==> config.mk <==
export PLATFORM = sky130hd
export DESIGN_NAME = divide_unit
export DESIGN_NICKNAME = d
export VERILOG_FILES = /design/src/rtl/div_pkg.sv /design/src/rtl/divide_unit_iter.sv /design/src/rtl/divide_unit.sv
export SDC_FILE = /design/constraint.sdc
export NUM_CORES = 1
export LEC_CHECK = 0
export ABC_AREA = 1
export CORE_MARGIN = 4
export CORE_UTILIZATION = 40
export DETAILED_ROUTE_END_ITERATION = 12
export GPL_ROUTABILITY_DRIVEN = 0
export PLACE_DENSITY = 0.59
export SETUP_SLACK_MARGIN = 0.5
export SLEW_MARGIN = 40
export SYNTH_ARGS = -nofsm -noshare
export SYNTH_HDL_FRONTEND = slang
export SYNTH_HIERARCHICAL = 1
export SYNTH_SLANG_ARGS = --single-unit
==> constraint.sdc <==
create_clock -name clk -period 4.6 [get_ports clk]
set_input_delay 0.46 -clock clk [delete_from_list [all_inputs] [get_ports clk]]
set_output_delay 0.46 -clock clk [all_outputs]
set_load 0.01 [all_outputs]
==> src/rtl/div_pkg.sv <==
// Shared types and constants for the iterative RV32M divider.
// Operation codes follow funct3[1:0] of DIV/DIVU/REM/REMU.
package div_pkg;

  localparam int XLEN = 32;

  typedef enum logic [1:0] {
    OP_DIV  = 2'b00,
    OP_DIVU = 2'b01,
    OP_REM  = 2'b10,
    OP_REMU = 2'b11
  } div_op_e;

  typedef enum logic [1:0] {
    S_IDLE = 2'b00,
    S_BUSY = 2'b01,
    S_DONE = 2'b10
  } div_state_e;

  localparam logic [XLEN-1:0] DIV_BY_ZERO_Q = '1;
  localparam logic [XLEN-1:0] SIGNED_OVF_Q  = {1'b1, {(XLEN-1){1'b0}}};

  function automatic logic [XLEN-1:0] mag(
    input logic [XLEN-1:0] v,
    input logic            neg
  );
    return neg ? (~v + 1'b1) : v;
  endfunction

endpackage

==> src/rtl/divide_unit_iter.sv <==
// One restoring-division step: shift {rem,quo} left, trial subtract.
// The trial is one bit wider because the shifted remainder can exceed XLEN bits.
module div_iter #(
  parameter int W = 32
) (
  input  logic [W-1:0] rem,
  input  logic [W-1:0] quo,
  input  logic [W-1:0] divisor,
  output logic [W-1:0] rem_next,
  output logic [W-1:0] quo_next
);

  logic [W:0] shifted;
  logic [W:0] trial;

  assign shifted = {rem, quo[W-1]};
  assign trial   = shifted - {1'b0, divisor};

  always_comb begin
    rem_next = shifted[W-1:0];
    quo_next = {quo[W-2:0], 1'b0};
    if (!trial[W]) begin
      rem_next = trial[W-1:0];
      quo_next = {quo[W-2:0], 1'b1};
    end
  end

endmodule

==> src/rtl/divide_unit.sv <==
// EXE-stage radix-2 restoring divider for DIV/DIVU/REM/REMU.
// Raises divide_stall while working and holds its result until EXE->MEM advances.
module divide_unit
  import div_pkg::*;
#(
  parameter int XLEN = div_pkg::XLEN
) (
  input  logic            clk,
  input  logic            reset,
  input  logic            div_start,
  input  logic [1:0]      div_op,
  input  logic [XLEN-1:0] rs1_data,
  input  logic [XLEN-1:0] rs2_data,
  input  logic            flush,
  input  logic            exe_mem_reg_en,
  output logic            divide_stall,
  output logic            div_done,
  output logic [XLEN-1:0] div_result
);

  localparam int CNT_W = $clog2(XLEN);

  div_state_e      state;
  logic [CNT_W-1:0] cnt;
  logic [XLEN-1:0] rem_q;
  logic [XLEN-1:0] quo_q;
  logic [XLEN-1:0] dvs_q;
  logic [1:0]      op_q;
  logic            neg_quo;
  logic            neg_rem;

  logic            is_signed;
  logic            a_neg;
  logic            b_neg;
  logic            div_zero;
  logic            ovf;
  logic            special;
  logic [XLEN-1:0] rem_next;
  logic [XLEN-1:0] quo_next;
  logic [XLEN-1:0] quo_fix;
  logic [XLEN-1:0] rem_fix;

  assign is_signed = ~div_op[0];
  assign a_neg     = is_signed & rs1_data[XLEN-1];
  assign b_neg     = is_signed & rs2_data[XLEN-1];
  assign div_zero  = (rs2_data == '0);
  assign ovf       = is_signed & (rs1_data == SIGNED_OVF_Q)
                   & (rs2_data == '1);
  assign special   = div_zero | ovf;

  div_iter #(.W(XLEN)) u_iter (
    .rem      (rem_q),
    .quo      (quo_q),
    .divisor  (dvs_q),
    .rem_next (rem_next),
    .quo_next (quo_next)
  );

  always_ff @(posedge clk) begin
    if (reset) begin
      state   <= S_IDLE;
      cnt     <= '0;
      rem_q   <= '0;
      quo_q   <= '0;
      dvs_q   <= '0;
      op_q    <= '0;
      neg_quo <= 1'b0;
      neg_rem <= 1'b0;
    end else if (flush) begin
      state <= S_IDLE;
    end else begin
      unique case (state)
        S_IDLE: begin
          if (div_start) begin
            op_q  <= div_op;
            dvs_q <= mag(rs2_data, b_neg);
            if (special) begin
              state   <= S_DONE;
              quo_q   <= div_zero ? DIV_BY_ZERO_Q : SIGNED_OVF_Q;
              rem_q   <= div_zero ? rs1_data : '0;
              neg_quo <= 1'b0;
              neg_rem <= 1'b0;
            end else begin
              state   <= S_BUSY;
              cnt     <= CNT_W'(XLEN - 1);
              quo_q   <= mag(rs1_data, a_neg);
              rem_q   <= '0;
              neg_quo <= a_neg ^ b_neg;
              neg_rem <= a_neg;
            end
          end
        end
        S_BUSY: begin
          rem_q <= rem_next;
          quo_q <= quo_next;
          if (cnt == '0) state <= S_DONE;
          else           cnt   <= cnt - 1'b1;
        end
        S_DONE: begin
          if (exe_mem_reg_en) state <= S_IDLE;
        end
        default: state <= S_IDLE;
      endcase
    end
  end

  always_comb begin
    divide_stall = 1'b0;
    div_done     = 1'b0;
    if (!flush) begin
      unique case (1'b1)
        (state == S_IDLE): divide_stall = div_start;
        (state == S_BUSY): divide_stall = 1'b1;
        (state == S_DONE): div_done     = 1'b1;
        default: ;
      endcase
    end
  end

  assign quo_fix    = neg_quo ? (~quo_q + 1'b1) : quo_q;
  assign rem_fix    = neg_rem ? (~rem_q + 1'b1) : rem_q;
  assign div_result = op_q[1] ? rem_fix : quo_fix;

endmodule

Yosys cells after proc, flatten, opt, wreduce, memory -nomap -nowiden:

Index checks and enable logic that the tools add are counted.

* input port bits: 71
* register bits after elaboration: 107
* logic and storage cells: 74
* output and inout bits: 34

* eq/ne operators: 9
* bitwise logic cells: 12
* mux-type cells: 30
* reduce and logical (&&, ||, !) cells: 9
* add/sub/neg operators: 6

Operator list (number)
* $mux 32: 11
* $add 32x1->32 const B: 4
* $not 32->32: 4
* $pmux 32 s2: 2
* $eq 32x32->1 const B: 2
* $sub 33x32->33: 1
* $logic_not 32->1: 1
* $mux 31: 1
* $mux 5: 3
* $ne 2x2->1 const B: 5
* $pmux 5 s2: 1
* $reduce_and 3->1: 3
* $mux 2: 4
* $mux 1: 6
* $pmux 2 s3: 1
* $logic_not 5->1: 1
* $reduce_and 5->1: 1
* $sub 5x1->5 const B: 1
* $and 1x1->1: 4
* $eq 2x1->1 const B: 1
* $eq 2x2->1 const B: 1
* $logic_not 2->1: 1
* $not 1->1: 2
* $pmux 1 s2: 1
* other kinds (4): 4

Logic depth before layout (Yosys ltp):

Gate-level depths: netlist of run 1.

* depth after elaboration: 7
* depth in mapped cells: 19
* mapped depth without buffers: 18

Hierarchy:

Netlist of run 1, hierarchy kept.

By module, submodules not included
* divide_unit: cells each 1560, area an instance 8939.8 sq um, seq. area each 2122.0 sq um, times used 1
* div_iter: cells each 715, area an instance 3533.4 sq um, seq. area each 0.0 sq um, times used 1

Worst setup path after synthesis of run 1:

Ideal clock, no wire load.

* kind: reg-to-reg
* start: register quo_q[31]
* end: register quo_q[0]
* cell stages (with the launch flop): 19
* data arrival time: 2219 ps
* path buffers: 1
* slack: 2265 ps
* required time: 4484 ps
* setup time: 116 ps
* path through: dfxtp_1 -> inv_1 -> ha_1 -> fa_1 -> inv_1 -> nand2_1 -> nand2_1 -> nand3_1 -> nand2_2 -> nand2_2 -> nand2_4 -> nand2_4 -> nand3_2 -> nand2_8 -> buf_6 -> o21ai_0 -> nand3_1 -> o211ai_1 -> inv_1

* cells in the longest elaborated chain, start to end: 3

Ends and longest elaborated chain
* from (decl): line divide_unit.sv:26 `logic [XLEN-1:0] quo_q;`
* from (signal assigned): line divide_unit.sv:79 `quo_q <= div_zero ? DIV_BY_ZERO_Q : SIGNED_OVF_Q;`
* from (signal assigned): line divide_unit.sv:86 `quo_q <= mag(rs1_data, a_neg);`
* from (signal assigned): line divide_unit.sv:95 `quo_q <= quo_next;`
* $sub 33x32->33: line divide_unit_iter.sv:17 `assign trial = shifted - {1'b0, divisor};`
* $mux 1: line divide_unit_iter.sv:22 `if (!trial[W]) begin`
* net quo_next[0]: line divide_unit.sv:39 `logic [XLEN-1:0] quo_next;`
* $pmux 32 s2: line divide_unit.sv:72 `unique case (state)`

The timed path passes the listed nets, and every way through them passes these cells.
A chain may end at the register's enable or synchronous reset.

Worst setup path after layout of run 1:

* start: register quo_q[0]
* end: output div_result[16]

* cells in the longest elaborated chain, start to end: 4

Ends and longest elaborated chain
* $not 32->32: line divide_unit.sv:120 `assign quo_fix = neg_quo ? (~quo_q + 1'b1) : quo_q;`
* $add 32x1->32: line divide_unit.sv:120
* $mux 32: line divide_unit.sv:120
* $mux 32: line divide_unit.sv:122 `assign div_result = op_q[1] ? rem_fix : quo_fix;`
* to (decl): line divide_unit.sv:18 `output logic [XLEN-1:0] div_result`

No other way between the ends.

==> results by stage, run 1 <==
Run status:
- The run finished with clean final reports.

Synthesis:
- The area share of the largest cell type after synthesis is 0.199.
- In the synthesized netlist, the cells that appear most often are nand2_1 (662), inv_1 (322), nor2_1 (256).
- The netlist uses 51 different library cells.
- A synthesized cell averages 5.48 um2.
- Sorting the synthesized cells by area gives the leading types as nand2_1 (20%), dfxtp_1 (17%), inv_1 (9.7%).
- The sequential-to-total area share from yosys stat is 0.170.
- The post-synthesis cell type with the largest combined area is nand2_1.
- The register bit count reported by yosys is 106.
- Yosys printed 6 warnings.
- Synthesis handed over a netlist of 2,275 instances.
- Of all flip-flops after synthesis, the portion carrying an async set or reset was 0.
- The most frequently used cell type in the post-synthesis netlist is nand2_1.
- The number of nets handed over by synthesis was 2,386.
- Yosys mapped a number of flops with a built-in enable equal to 0.
- For this run, the leading register cell type out of synthesis is dfxtp_1.
- After synthesis the cells add up to 0.0125 mm2.

Clocking:
- The H-tree generated during clock tree synthesis spans 3 levels.
- The clock passes through at most 2 buffers.
- At the later pin of the worst-skew pair, clock insertion delay measures 0.37 ns.
- The number of gates resized after CTS was 0.
- In this run the post-CTS setup repair buffer count came out at 0.
- The CTS tree is done.
- The number of buffers inserted for hold repair after clock tree synthesis is 0.
- Counting the buffers created by CTS gives 9.
- Clock tree synthesis selected as its root buffer the cell clkbuf_16.
- The clock-pin slew on the worst setup and hold paths is 0.08 ns.
- The number of sinks on the clock net is 106.

Setup path:
- The endpoint class of the critical path is a primary output.
- The worst setup slack for register-to-register paths is 1.86 ns.
- The data required time of the critical path is 4.14 ns.
- Of all nets on the critical path, the largest fanout is 4.
- Data on the critical path arrives at its endpoint at 2.94 ns.
- The startpoint of the worst-slack reg-to-reg timing path is rem_q[26]$_SDFFE_PP0P_.
- STA classifies the critical path startpoint as a flop.
- By startpoint and endpoint, the worst setup path is classified as reg -> out.
- The endpoint identified for the worst register-to-register timing path is rem_q[29]$_SDFFE_PP0P_.
- The worst reg2reg path depth is 12.

Detailed routing:
- Once detail routing completed, the nets flagged for antenna violations numbered 0.
- The DRC violation count after routing is 0.
- The detailed router's first-iteration violation count is 1,390.
- Dividing the detail-routed via count by the number of cells gives 5.41.
- The total vias in the final route is 14,575.
- The number of iterations in the first detailed-routing pass is 5.
- In the final routed layout, each cell accounts on average for 17.5 um.
- The total routed wirelength is 47.2 mm.

Layout:
- The signed area change from the synthesized netlist to the final layout is 10.3%.
- At the end of the flow, the number of nets in the layout was 2,406.
- The number of antenna diodes in the final layout is 0.
- The layout cell share with drive strength beyond 1 is 0.0600.

Power:
- Summed over all cells, the static leakage comes to 6.79 nW.
- The power density relative to cell area is 274 mW/mm2.
- VDD sags by at most 0.000164 V.

Global route:
- The global-route total usage across every layer is 0.271.
- The initial antenna violation count is 0.
- The via count of the first global-routing pass is 13,350.
- The global-route wire length before repair is 73.2 mm.
- The largest net degree at the start of global routing is 62.
- Summed over all layers, the global routing overflow is 0.

Timing:
- The number of pins exceeding their max-slew limit in the final report is 0.
- Across the routed clock network, the largest skew measured is 0.0189 ns.
- The worst-margin pin slew is 0.788 ns.
- The part of the cycle the worst path needs is 0.739.
- For the final routed database, the setup TNS stands at 0 ns.
- The total count of hold-check failures in the final report was 0.
- Setup repair after global routing left no endpoint under its margin.
- The worst setup margin is 1.20 ns.
- The final-report setup violation count is 0.
- The worst slew margin relative to its limit is 0.471.
- The shortest period the worst path allows is 3.40 ns.
- The achievable clock frequency is 0.294 GHz.

Floorplan:
- The die covers 0.0341 mm2.
- In this run the count of I/O pins placed on the die edge is 105.
- Measured along the y axis, the die boundary spans 185 um.
- The starting utilization of the core area is 0.407.
- The core region is 0.0307 mm2.
- The number of core rows is 64.
- From left edge to right edge, the die measures 185 um.

Worst hold path:
- The startpoint identified for the worst hold timing path is dvs_q[31]$_SDFFE_PP0P_.
- The path with the worst hold slack has its endpoint at dvs_q[31]$_SDFFE_PP0P_.
- The kind of path behind the tightest hold check is reg -> reg.
- The worst hold path passes through 2 cells.

Placement:
- The number of buffer cells added on primary ports is 104.
- OpenSTA, run right after detailed placement, puts the worst setup slack at 1.57 ns.
- The wire-length estimate of the detail-placed layout is 38.0 mm.

Job:
- The tool flagged a number of max-cap violations equal to 0.
==> sequential cells by signal (all words and copies together) (netlist names) <==
register,count
dvs_q,32
quo_q,32
rem_q,32
cnt,5
state,2
neg_quo,1
neg_rem,1
op_q,1
==> layer usage <==
metal | track usage | vias to the layer above | wire length, um
met5 | 0 | - | 0
met4 | 0.0810 | 0 | 1350
met3 | 0.0401 | 79 | 3810
met2 | 0.425 | 626 | 20300
met1 | 0.387 | 6624 | 21700
li1 | - | 7246 | -
==> cell type report <==
cell class | count | area (um2)
multi-input combinational | 1723 | 8460
tap | 396 | 495
clock buffer | 10 | 229
fill | 3399 | 16900
timing repair buffer | 115 | 1120
clock inverter | 6 | 55.1
inverter | 340 | 1280
sequential | 106 | 2120
==> worst max-delay path by stage <==
stage / start / to / slack (ns)
after CTS: quo_q[0]$_SDFFE_PP0P_ / div_result[16] / 1.21
final: quo_q[0]$_SDFFE_PP0P_ / div_result[16] / 1.20
after floorplan: quo_q[31]$_SDFFE_PP0P_ / quo_q[0]$_SDFFE_PP0P_ / 2.26
after detailed placement: rs2_data[0] / rem_q[4]$_SDFFE_PP0P_ / 1.57
after global routing: quo_q[0]$_SDFFE_PP0P_ / div_result[16] / 0.90
after global placement: rs2_data[0] / rem_q[4]$_SDFFE_PP0P_ / 1.59
==> power breakdown <==
part	switching (mW)	total (mW)	leakage (nW)	internal, mW
logic	1.23	1.86	5.78	0.629
clock network	0.423	0.804	0.134	0.381
registers	0.118	1.10	0.871	0.984
==> critical path, cell delays in order, from the launching register on <==
cell,delay (ns)
dfxtp_1,0.38
inv_1,0.15
ha_1,0.21
nand3_1,0.14
inv_1,0.12
nand2_1,0.14
nor2_2,0.18
nand2_1,0.09
nand2_1,0.11
o21ai_0,0.11
a21oi_1,0.15
o21ai_0,0.12
nand2_1,0.13
clkdlybuf4s50_1,0.55
==> through the flow <==
stage / instances / total power [mW] / cell area [um2] / util / hold WS [ns]
5_1_grt: 2696 / 4.03 / 13800 / 0.449 / 0.499
3_5_place_dp: 2680 / 2.95 / 13500 / 0.439 / 0.460
4_1_cts: 2696 / 3.74 / 13800 / 0.449 / 0.472
2_1_floorplan: 2275 / 2.42 / 12500 / - / 0.445
6_report: 2696 / 3.77 / 13800 / 0.449 / 0.472
3_3_place_gp: 2680 / 2.93 / 13500 / 0.439 / 0.456
==> logic make-up (layout without fill, tap and decap cells) <==
kind of cell / Yosys count / count (layout) / share of synthesized area
simple gates: 1260 / 1260 / 0.439
buf+inv: 446 / 471 / 0.153
compound gates: 376 / 376 / 0.165
flops: 106 / 106 / 0.170
xor+xnor: 47 / 47 / 0.0330
fa+ha+maj: 40 / 40 / 0.0407
==> placed cells by master, fill, tap and decap left out, types with 9 or more instances in the layout <==
| cell type | Yosys | final |
|---|---|---|
| clkdlybuf4s50_1 | 0 | 103 |
| xor2_1 | 42 | 42 |
| nand3_1 | 182 | 182 |
| nand2_1 | 662 | 662 |
| nand4_1 | 33 | 33 |
| o211ai_1 | 13 | 13 |
| dfxtp_1 | 106 | 106 |
| nor2_2 | 16 | 17 |
| nor2_1 | 256 | 254 |
| o21ai_0 | 137 | 137 |
| buf_4 | 32 | 11 |
| a21oi_1 | 170 | 170 |
| nor3_1 | 35 | 35 |
| nand2_2 | 29 | 29 |
| inv_1 | 322 | 319 |
| clkbuf_16 | 0 | 9 |
| ha_1 | 39 | 39 |
| inv_2 | 13 | 14 |
| a21oi_2 | 12 | 12 |
(Power assumes the default switching activity.)
==> inputs of run 2 (changes only) <==
- PLACE_DENSITY: 0.59 -> 0.61
- clock period: 4.6 -> 2.95 ns (I/O delays scaled with it)
==> run 2 against run 1 <==
Sequential share of layout area fell by 1.3 points. Count of clock-buffer cells in the layout is 1 higher. Register-to-register slack worse by 1.3 ns. Sequential cell count stayed put. Largest cell class unchanged. Highest routed layer unchanged.
==> results by stage, run 2 (synthesis results as in run 1) <==
Run status:
- Status: complete, no violations (unchanged).

Layout:
- The layout cell share with drive strength beyond 1 is 0.200 (was 0.0600).
- The number of nets in the final layout was 2,492 (was 2,406).
- The signed area change from the synthesized netlist to the final layout is 24.8% (was 10.3%).
- Largest registers: dvs_q x32, quo_q x32, rem_q x32 (unchanged).
- The summed area of non-filler cells in the final layout is 0.0156 mm2 (was 0.0138 mm2).
- Most used cells in the layout excluding fill and tap cells: nand2_1 (617), inv_1 (302), nor2_1 (219) (was nand2_1 (662), inv_1 (319), nor2_1 (254)).
- The most common cell after layout, fill and taps aside is nand2_1 (unchanged).
- The share of the core filled with cells in the final layout came to 0.508 (was 0.449).
- The number of diodes added for antenna fixing came to 0 (unchanged).
- The filler cell count is 3,216 (was 3,399).

Floorplan:
- The height of the die is 185 um (unchanged).
- The die width is 185 um (unchanged).
- The number of placed I/O pins is 105 (unchanged).
- The starting utilization of the core area was 0.407 (unchanged).
- The number of core rows is 64 (unchanged).
- The area of the die came to 0.0341 mm2 (unchanged).
- The area of the placeable core came to 0.0307 mm2 (unchanged).

Detailed routing:
- The uppermost metal layer occupied by signal nets was met4 (unchanged).
- The detailed router's first-iteration violation count is 1,802 (was 1,390).
- The DRC violation count after routing is 0 (unchanged).
- The met3 wire length is 4.25 mm (was 3.81 mm).
- The post-route met1 wirelength is 22.1 mm (was 21.7 mm).
- The met2 wirelength from detailed routing is 21.8 mm (was 20.3 mm).
- The wire length per cell is 18.1 um (was 17.5 um).
- The post-detailed-route count of antenna-violating nets is 0 (unchanged).
- The total vias in the final route is 15,288 (was 14,575).
- The ratio of routed vias to standard cells is 5.50 (was 5.41).
- The number of iterations in the first detailed-routing pass is 6 (was 5).
- The total routed wirelength is 50.2 mm (was 47.2 mm).

Timing:
- The achievable clock frequency is 0.409 GHz.
- Unrepaired setup endpoints after global routing: true (was false).
- The worst slew margin relative to its limit is 0.559 (was 0.471).
- The number of pins exceeding their max-slew limit in the final report is 0 (unchanged).
- The part of the cycle the worst path needs is 0.830.
- The worst-margin pin slew was 0.662 ns (was 0.788 ns).
- The summed negative setup slack over all endpoints is 0 ns (unchanged).
- The final clock skew is 0.0159 ns (was 0.0189 ns).
- The total count of hold-check failures in the final report is 0 (unchanged).
- The final-report setup violation count is 0 (unchanged).
- The shortest period the worst path allows is 2.45 ns.

Job:
- The max-cap check violation count is 0 (unchanged).

Clocking:
- The clock tree root buffer cell is clkbuf_16 (unchanged).
- The TritonCTS buffer count is 9 (unchanged).
- The number of sinks on the clock net was 106 (unchanged).
- The clock insertion delay at the later pin of the skew report is 0.36 ns (was 0.37 ns).
- The maximum buffer depth of the clock tree came to 2 (unchanged).
- The number of buffers inserted for hold repair after clock tree synthesis came to 0 (unchanged).
- The depth of the CTS H-tree is 3 (unchanged).
- The clock-pin slew on the worst setup and hold paths was 0.08 ns (about the same).
- The CTS tree is done (unchanged).

Setup path:
- The category of the most critical setup path is reg -> out (unchanged).
- The nature of the critical path startpoint is a flop (unchanged).
- The maximum fanout along the worst path came to 8 (was 4).
- The data required time of the critical path is 2.65 ns (was 4.14 ns).
- The critical path's largest stage delay is 0.34 ns (was 0.55 ns).
- The endpoint class of the critical path was a primary output (unchanged).
- List of cells traversed by the critical path: nor2_4 -> inv_2 -> nor3_2 -> nand2_1 -> nor2_2 -> nand2_1 -> buf_6 -> nand2_8 -> buf_6 -> o211ai_1 -> nand3_2 -> nand2_2 -> buf_6 (was inv_1 -> ha_1 -> nand3_1 -> inv_1 -> nand2_1 -> nor2_2 -> nand2_1 -> nand2_1 -> o21ai_0 -> a21oi_1 -> o21ai_0 -> nand2_1 -> clkdlybuf4s50_1).
- The slowest cell on the critical path is dfxtp_2 (was clkdlybuf4s50_1).
- The most frequent cell on the critical path is buf_6 (was nand2_1).
- The worst path arrival time was 2.15 ns (was 2.94 ns).

Power:
- The worst ir drop on vdd was 0.000294 V (was 0.000164 V).
- The overall power of the completed layout is 6.63 mW (was 3.77 mW).
- The static leakage is 7.55 nW (was 6.79 nW).
- The power density relative to cell area is 426 mW/mm2 (was 274 mW/mm2).

Global route:
- The global-route wire length before repair is 75.9 mm (was 73.2 mm).
- The via count of the first global-routing pass is 13,761 (was 13,350).
- The largest net degree at the start of global routing came to 63 (was 62).
- The total congestion overflow after global routing came to 0 (unchanged).
- The global-route total usage across every layer came to 0.281 (was 0.271).
- The initial antenna violation count came to 0 (unchanged).

Placement:
- The cell area after placement is 0.0138 mm2 (was 0.0135 mm2).
- The HPWL reported at the end of detailed placement is 38.5 mm (was 38.0 mm).
- The number of buffer cells added on primary ports was 104 (unchanged).

Worst hold path:
- The kind of path behind the tightest hold check is in -> reg (was reg -> reg).
[run 2: critical path, delay by kind of cell, from the launching register on]
family / cells / cell delay, ns
AND/OR/NAND/NOR: 8 / 0.94
buffers and inverters: 4 / 0.41
flip-flops: 1 / 0.34
AO/OA/AOI/OAI: 1 / 0.09
[run 2: what timing repair did]
item | CTS | global route
setup buffers | 14 | 21
cloned | 7 | 0
pin swaps | 24 | 58
endpoints found under the setup margin | 64 | 58
gates resized for setup | 153 | 256
[run 2: report_power, final]
| part | total (mW) | switching (mW) | internal [mW] | leakage, nW |
|---|---|---|---|---|
| registers | 1.70 | 0.166 | 1.54 | 0.890 |
| clock network | 1.31 | 0.614 | 0.698 | 0.153 |
| logic | 3.61 | 2.32 | 1.29 | 6.50 |
[run 2: area by class of cell]
class / count / area [um2] / share of cell area
tap: 396 / 495 / 0.0318
clock inverter: 5 / 67.6 / 0.00434
sequential: 106 / 2200 / 0.141
inverter: 340 / 1290 / 0.0827
clock buffer: 11 / 243 / 0.0156
timing repair buffer: 194 / 1710 / 0.110
multi-input combinational: 1730 / 9560 / 0.614
[run 2: layer usage]
metal  GRT usage  vias up
met3      0.0349      126
li1            -     7438
met5           0        -
met4       0.104        0
met1       0.398     6967
met2       0.437      757
[run 2: metrics by stage]
stage          setup slack [ns]  hold WS, ns  std cells
2_1_floorplan             0.615        0.445       2275
3_3_place_gp              0.267        0.459       2724
3_5_place_dp              0.246        0.457       2724
4_1_cts                   0.289        0.294       2761
5_1_grt                   0.375        0.353       2782
6_report                  0.502        0.305       2782
[run 2: path summary, 6_finish.rpt]
path         depth (start not counted)                    from  slack (ns)                     end
max                                 13  rem_q[15]$_SDFFE_PP0P_        0.50          div_result[25]
min                                  4                   reset        0.31     cnt[1]$_SDFFE_PP0P_
max reg2reg                         16   dvs_q[0]$_SDFFE_PP0P_        0.53  rem_q[24]$_SDFFE_PP0P_
min reg2reg                          2  dvs_q[31]$_SDFFE_PP0P_        0.47  dvs_q[31]$_SDFFE_PP0P_
==> inputs of run 3 (changes only) <==
- PLACE_DENSITY: 0.61 -> 0.59
- clock period: 2.95 -> 2.3 ns (I/O delays scaled with it)
==> run 3 against run 2 <==
The flow now finishes with violations (setup timing). Global-route usage grew 2.9 points. Combinational power up 66%. Worst hold slack worse by 0.035 ns. Final area up 21%. First-iteration DRC count up 10%. Register-to-register slack worse by 0.65 ns. Clock power increased by 23%. Sequential power grew 27%. Core utilization up 11 points. Critical path depth rose by 6. Via count grew 11%. Clock skew is 0.0054 ns higher.
==> results by stage, run 3 (synthesis results as in run 1) <==
Layout:
- The summed area of non-filler cells in the final layout is 0.0189 mm2 (was 0.0156 mm2).
- The number of nets in the final layout came to 2,828 (was 2,492).
- The most common cell after layout, fill and taps aside is nand2_1 (unchanged).
- The number of standard cells in the final layout excluding fillers is 3,118 (was 2,782).
- The number of diodes added for antenna fixing came to 0 (unchanged).
- The layout cell share with drive strength beyond 1 is 0.338 (was 0.200).
- The share of the core filled with cells in the final layout came to 0.616 (was 0.508).
- Largest registers: dvs_q x32, quo_q x32, rem_q x32 (unchanged).
- Most used cells in the layout excluding fill and tap cells: nand2_1 (587), buf_4 (361), inv_1 (293) (was nand2_1 (617), inv_1 (302), nor2_1 (219)).
- The signed area change from the synthesized netlist to the final layout is 51.6% (was 24.8%).

Clocking:
- The clock insertion delay at the later pin of the skew report came to 0.38 ns (was 0.36 ns).
- The number of sinks on the clock net came to 106 (unchanged).
- The clock tree root buffer cell is clkbuf_16 (unchanged).
- The CTS tree is done (unchanged).
- The clock-pin slew on the worst setup and hold paths is 0.09 ns (was 0.08 ns).
- The maximum buffer depth of the clock tree was 2 (unchanged).
- The depth of the CTS H-tree is 3 (unchanged).
- The TritonCTS buffer count is 9 (unchanged).

Detailed routing:
- The DRC violation count after routing is 0 (unchanged).
- The wire length per cell is 17.9 um (was 18.1 um).
- The post-detailed-route count of antenna-violating nets is 0 (unchanged).
- The total vias in the final route is 16,897 (was 15,288).
- The detailed router's first-iteration violation count came to 1,987 (was 1,802).
- The number of iterations in the first detailed-routing pass is 5 (was 6).
- The ratio of routed vias to standard cells is 5.42 (was 5.50).
- The total routed wirelength is 55.7 mm (was 50.2 mm).

Setup path:
- The endpoint class of the critical path is a flop (was primary output).
- The worst setup slack for register-to-register paths is -0.12 ns (was 0.53 ns).
- The worst reg2reg path depth is 19 (was 16).
- The nature of the critical path startpoint is a flop (unchanged).
- The maximum fanout along the worst path is 9 (was 8).
- The critical path's largest stage delay is 0.41 ns (was 0.34 ns).
- List of cells traversed by the critical path: inv_2 -> ha_4 -> fa_2 -> inv_2 -> nand2_2 -> nand2_2 -> nand3_2 -> nand2_2 -> nand2_2 -> nand2_4 -> nand2_4 -> nand2_4 -> nand2_4 -> nand2_8 -> clkbuf_16 -> nand2_1 -> nand2_1 -> a21oi_1 -> a21oi_1 (was nor2_4 -> inv_2 -> nor3_2 -> nand2_1 -> nor2_2 -> nand2_1 -> buf_6 -> nand2_8 -> buf_6 -> o211ai_1 -> nand3_2 -> nand2_2 -> buf_6).
- The category of the most critical setup path is reg -> reg (was reg -> out).
- The slowest cell on the critical path is fa_2 (was dfxtp_2).
- The worst path arrival time is 2.72 ns (was 2.15 ns).
- The startpoint of the worst-slack reg-to-reg timing path is quo_q[31]$_SDFFE_PP0P_ (was dvs_q[0]$_SDFFE_PP0P_).
- The critical register-to-register path endpoint is rem_q[5]$_SDFFE_PP0P_ (was rem_q[24]$_SDFFE_PP0P_).
- The data required time of the critical path is 2.59 ns (was 2.65 ns).

Global route:
- The via count of the first global-routing pass is 15,503 (was 13,761).
- The initial antenna violation count was 1 (was 0).
- The total congestion overflow after global routing is 0 (unchanged).
- The global-route total usage across every layer is 0.310 (was 0.281).
- The largest net degree at the start of global routing is 67 (was 63).
- The global-route wire length before repair is 84.0 mm (was 75.9 mm).

Floorplan:
- The area of the die is 0.0341 mm2 (unchanged).
- The number of core rows was 64 (unchanged).
- The area of the placeable core is 0.0307 mm2 (unchanged).
- The number of placed I/O pins is 105 (unchanged).
- The die width is 185 um (unchanged).
- The starting utilization of the core area was 0.407 (unchanged).
- The height of the die is 185 um (unchanged).

Timing:
- The achievable clock frequency is 0.412 GHz.
- Unrepaired setup endpoints after global routing: true (unchanged).
- The number of pins exceeding their max-slew limit in the final report is 0 (unchanged).
- The worst slew margin relative to its limit is 0.608 (was 0.559).
- The worst setup margin was -0.125 ns (was 0.502 ns).
- The worst-margin pin slew is 0.588 ns (was 0.662 ns).
- The final-report setup violation count is 44 (was 0).
- The summed negative setup slack over all endpoints was -3.54 ns (was 0 ns).
- The part of the cycle the worst path needs is 1.05.
- The shortest period the worst path allows is 2.42 ns.
- The total count of hold-check failures in the final report came to 0 (unchanged).
- The final clock skew is 0.0213 ns (was 0.0159 ns).

Power:
- The switching power is 4.36 mW (was 3.10 mW).
- The part of the total power dissipated in combinational logic came to 0.614 (was 0.545).
- The internal power of the cells is 5.39 mW (was 3.53 mW).
- The power density relative to cell area came to 516 mW/mm2 (was 426 mW/mm2).
- The clock share of power came to 0.165 (was 0.198).
- The switching part of the total power was 0.447 (was 0.468).
- The overall power of the completed layout was 9.75 mW (was 6.63 mW).
- The static leakage was 9.58 nW (was 7.55 nW).
- The worst ir drop on vdd is 0.000434 V (was 0.000294 V).
- The sequential fraction of design power was 0.221 (was 0.257).

Run status:
- Status: complete, but fails checks (was complete, no violations).
- The final reports fail on setup timing.

Worst hold path:
- The worst hold path cell count is 3 (was 4).
- The kind of path behind the tightest hold check is in -> reg (unchanged).
- The critical hold path startpoint was rs2_data[31] (was reset).
- The end of the worst hold path is dvs_q[31]$_SDFFE_PP0P_ (was cnt[1]$_SDFFE_PP0P_).

Job:
- The max-cap check violation count is 0 (unchanged).

Placement:
- The cell area after placement is 0.0164 mm2 (was 0.0138 mm2).
- The HPWL reported at the end of detailed placement is 42.5 mm (was 38.5 mm).
- The placed cell count is 3,035 (was 2,724).
- The number of buffer cells added on primary ports came to 104 (unchanged).
run 3: timing repair:
item / CTS / global route
endpoints found under the hold margin: 0 / 0
pin swaps: 116 / 109
gates resized for setup: 441 / 233
gates cloned: 2 / 2
setup endpoints to repair: 110 / 114
hold buffers: 0 / 0
buffers inserted: 40 / 23
run 3: how the worst max path moves through the flow:
stage / cells past startpoint / startpoint / end / slack (ns)
after floorplan: 18 / quo_q[31]$_SDFFE_PP0P_ / quo_q[0]$_SDFFE_PP0P_ / 0.14
after global placement: 13 / rem_q[1]$_SDFFE_PP0P_ / div_result[22] / -0.24
after detailed placement: 13 / rem_q[0]$_SDFFE_PP0P_ / div_result[17] / -0.24
after CTS: 12 / quo_q[0]$_SDFFE_PP0P_ / div_result[29] / -0.1
after global routing: 19 / quo_q[31]$_SDFFE_PP0P_ / rem_q[16]$_SDFFE_PP0P_ / -0.22
final: 19 / quo_q[31]$_SDFFE_PP0P_ / rem_q[5]$_SDFFE_PP0P_ / -0.12
run 3: worst max-delay path, delay by kind of cell, from the launching register on:
kind | cells | cell delay (ns)
AND/OR/NAND/NOR | 12 | 0.92
adder cells (fa/ha/maj) | 2 | 0.57
flip-flops | 1 | 0.33
buffers and inverters | 3 | 0.30
AO/OA/AOI/OAI | 2 | 0.20
run 3: final cells by class:
cell class                      instances  area (um2)
Inverter                              340        1300
Multi-Input combinational cell       1725        9960
Clock inverter                          7        61.3
Fill cell                            2847       11800
Clock buffer                            9         225
Sequential cell                       106        2200
Timing Repair Buffer                  535        4660
Tap cell                              396         495
run 3: per-stage QoR:
| stage | hold slack [ns] | setup WS, ns |
|---|---|---|
| after floorplan | 0.390 | 0.138 |
| after global placement | 0.473 | -0.237 |
| after detailed placement | 0.479 | -0.237 |
| after CTS | 0.311 | -0.0981 |
| after global routing | 0.315 | -0.215 |
| final | 0.271 | -0.125 |
run 3: metal layers:
layer	wire, um	vias up	GRT usage	part of all wire
li1	-	8116	-	-
met1	23700	7777	0.436	0.43
met2	24600	842	0.492	0.44
met3	4850	160	0.0298	0.087
met4	2510	2	0.116	0.045
met5	20	-	0	0.00036
run 3: power groups by stage:
stage          combinational, mW  sequential, mW  clock (mW)
3_3_place_gp                4.76            2.15           0
4_1_cts                     5.41            2.14        1.64
5_1_grt                     6.46            2.17        1.70
6_report                    5.98            2.16        1.61
3_5_place_dp                4.81            2.16           0
2_1_floorplan               2.74            2.12           0
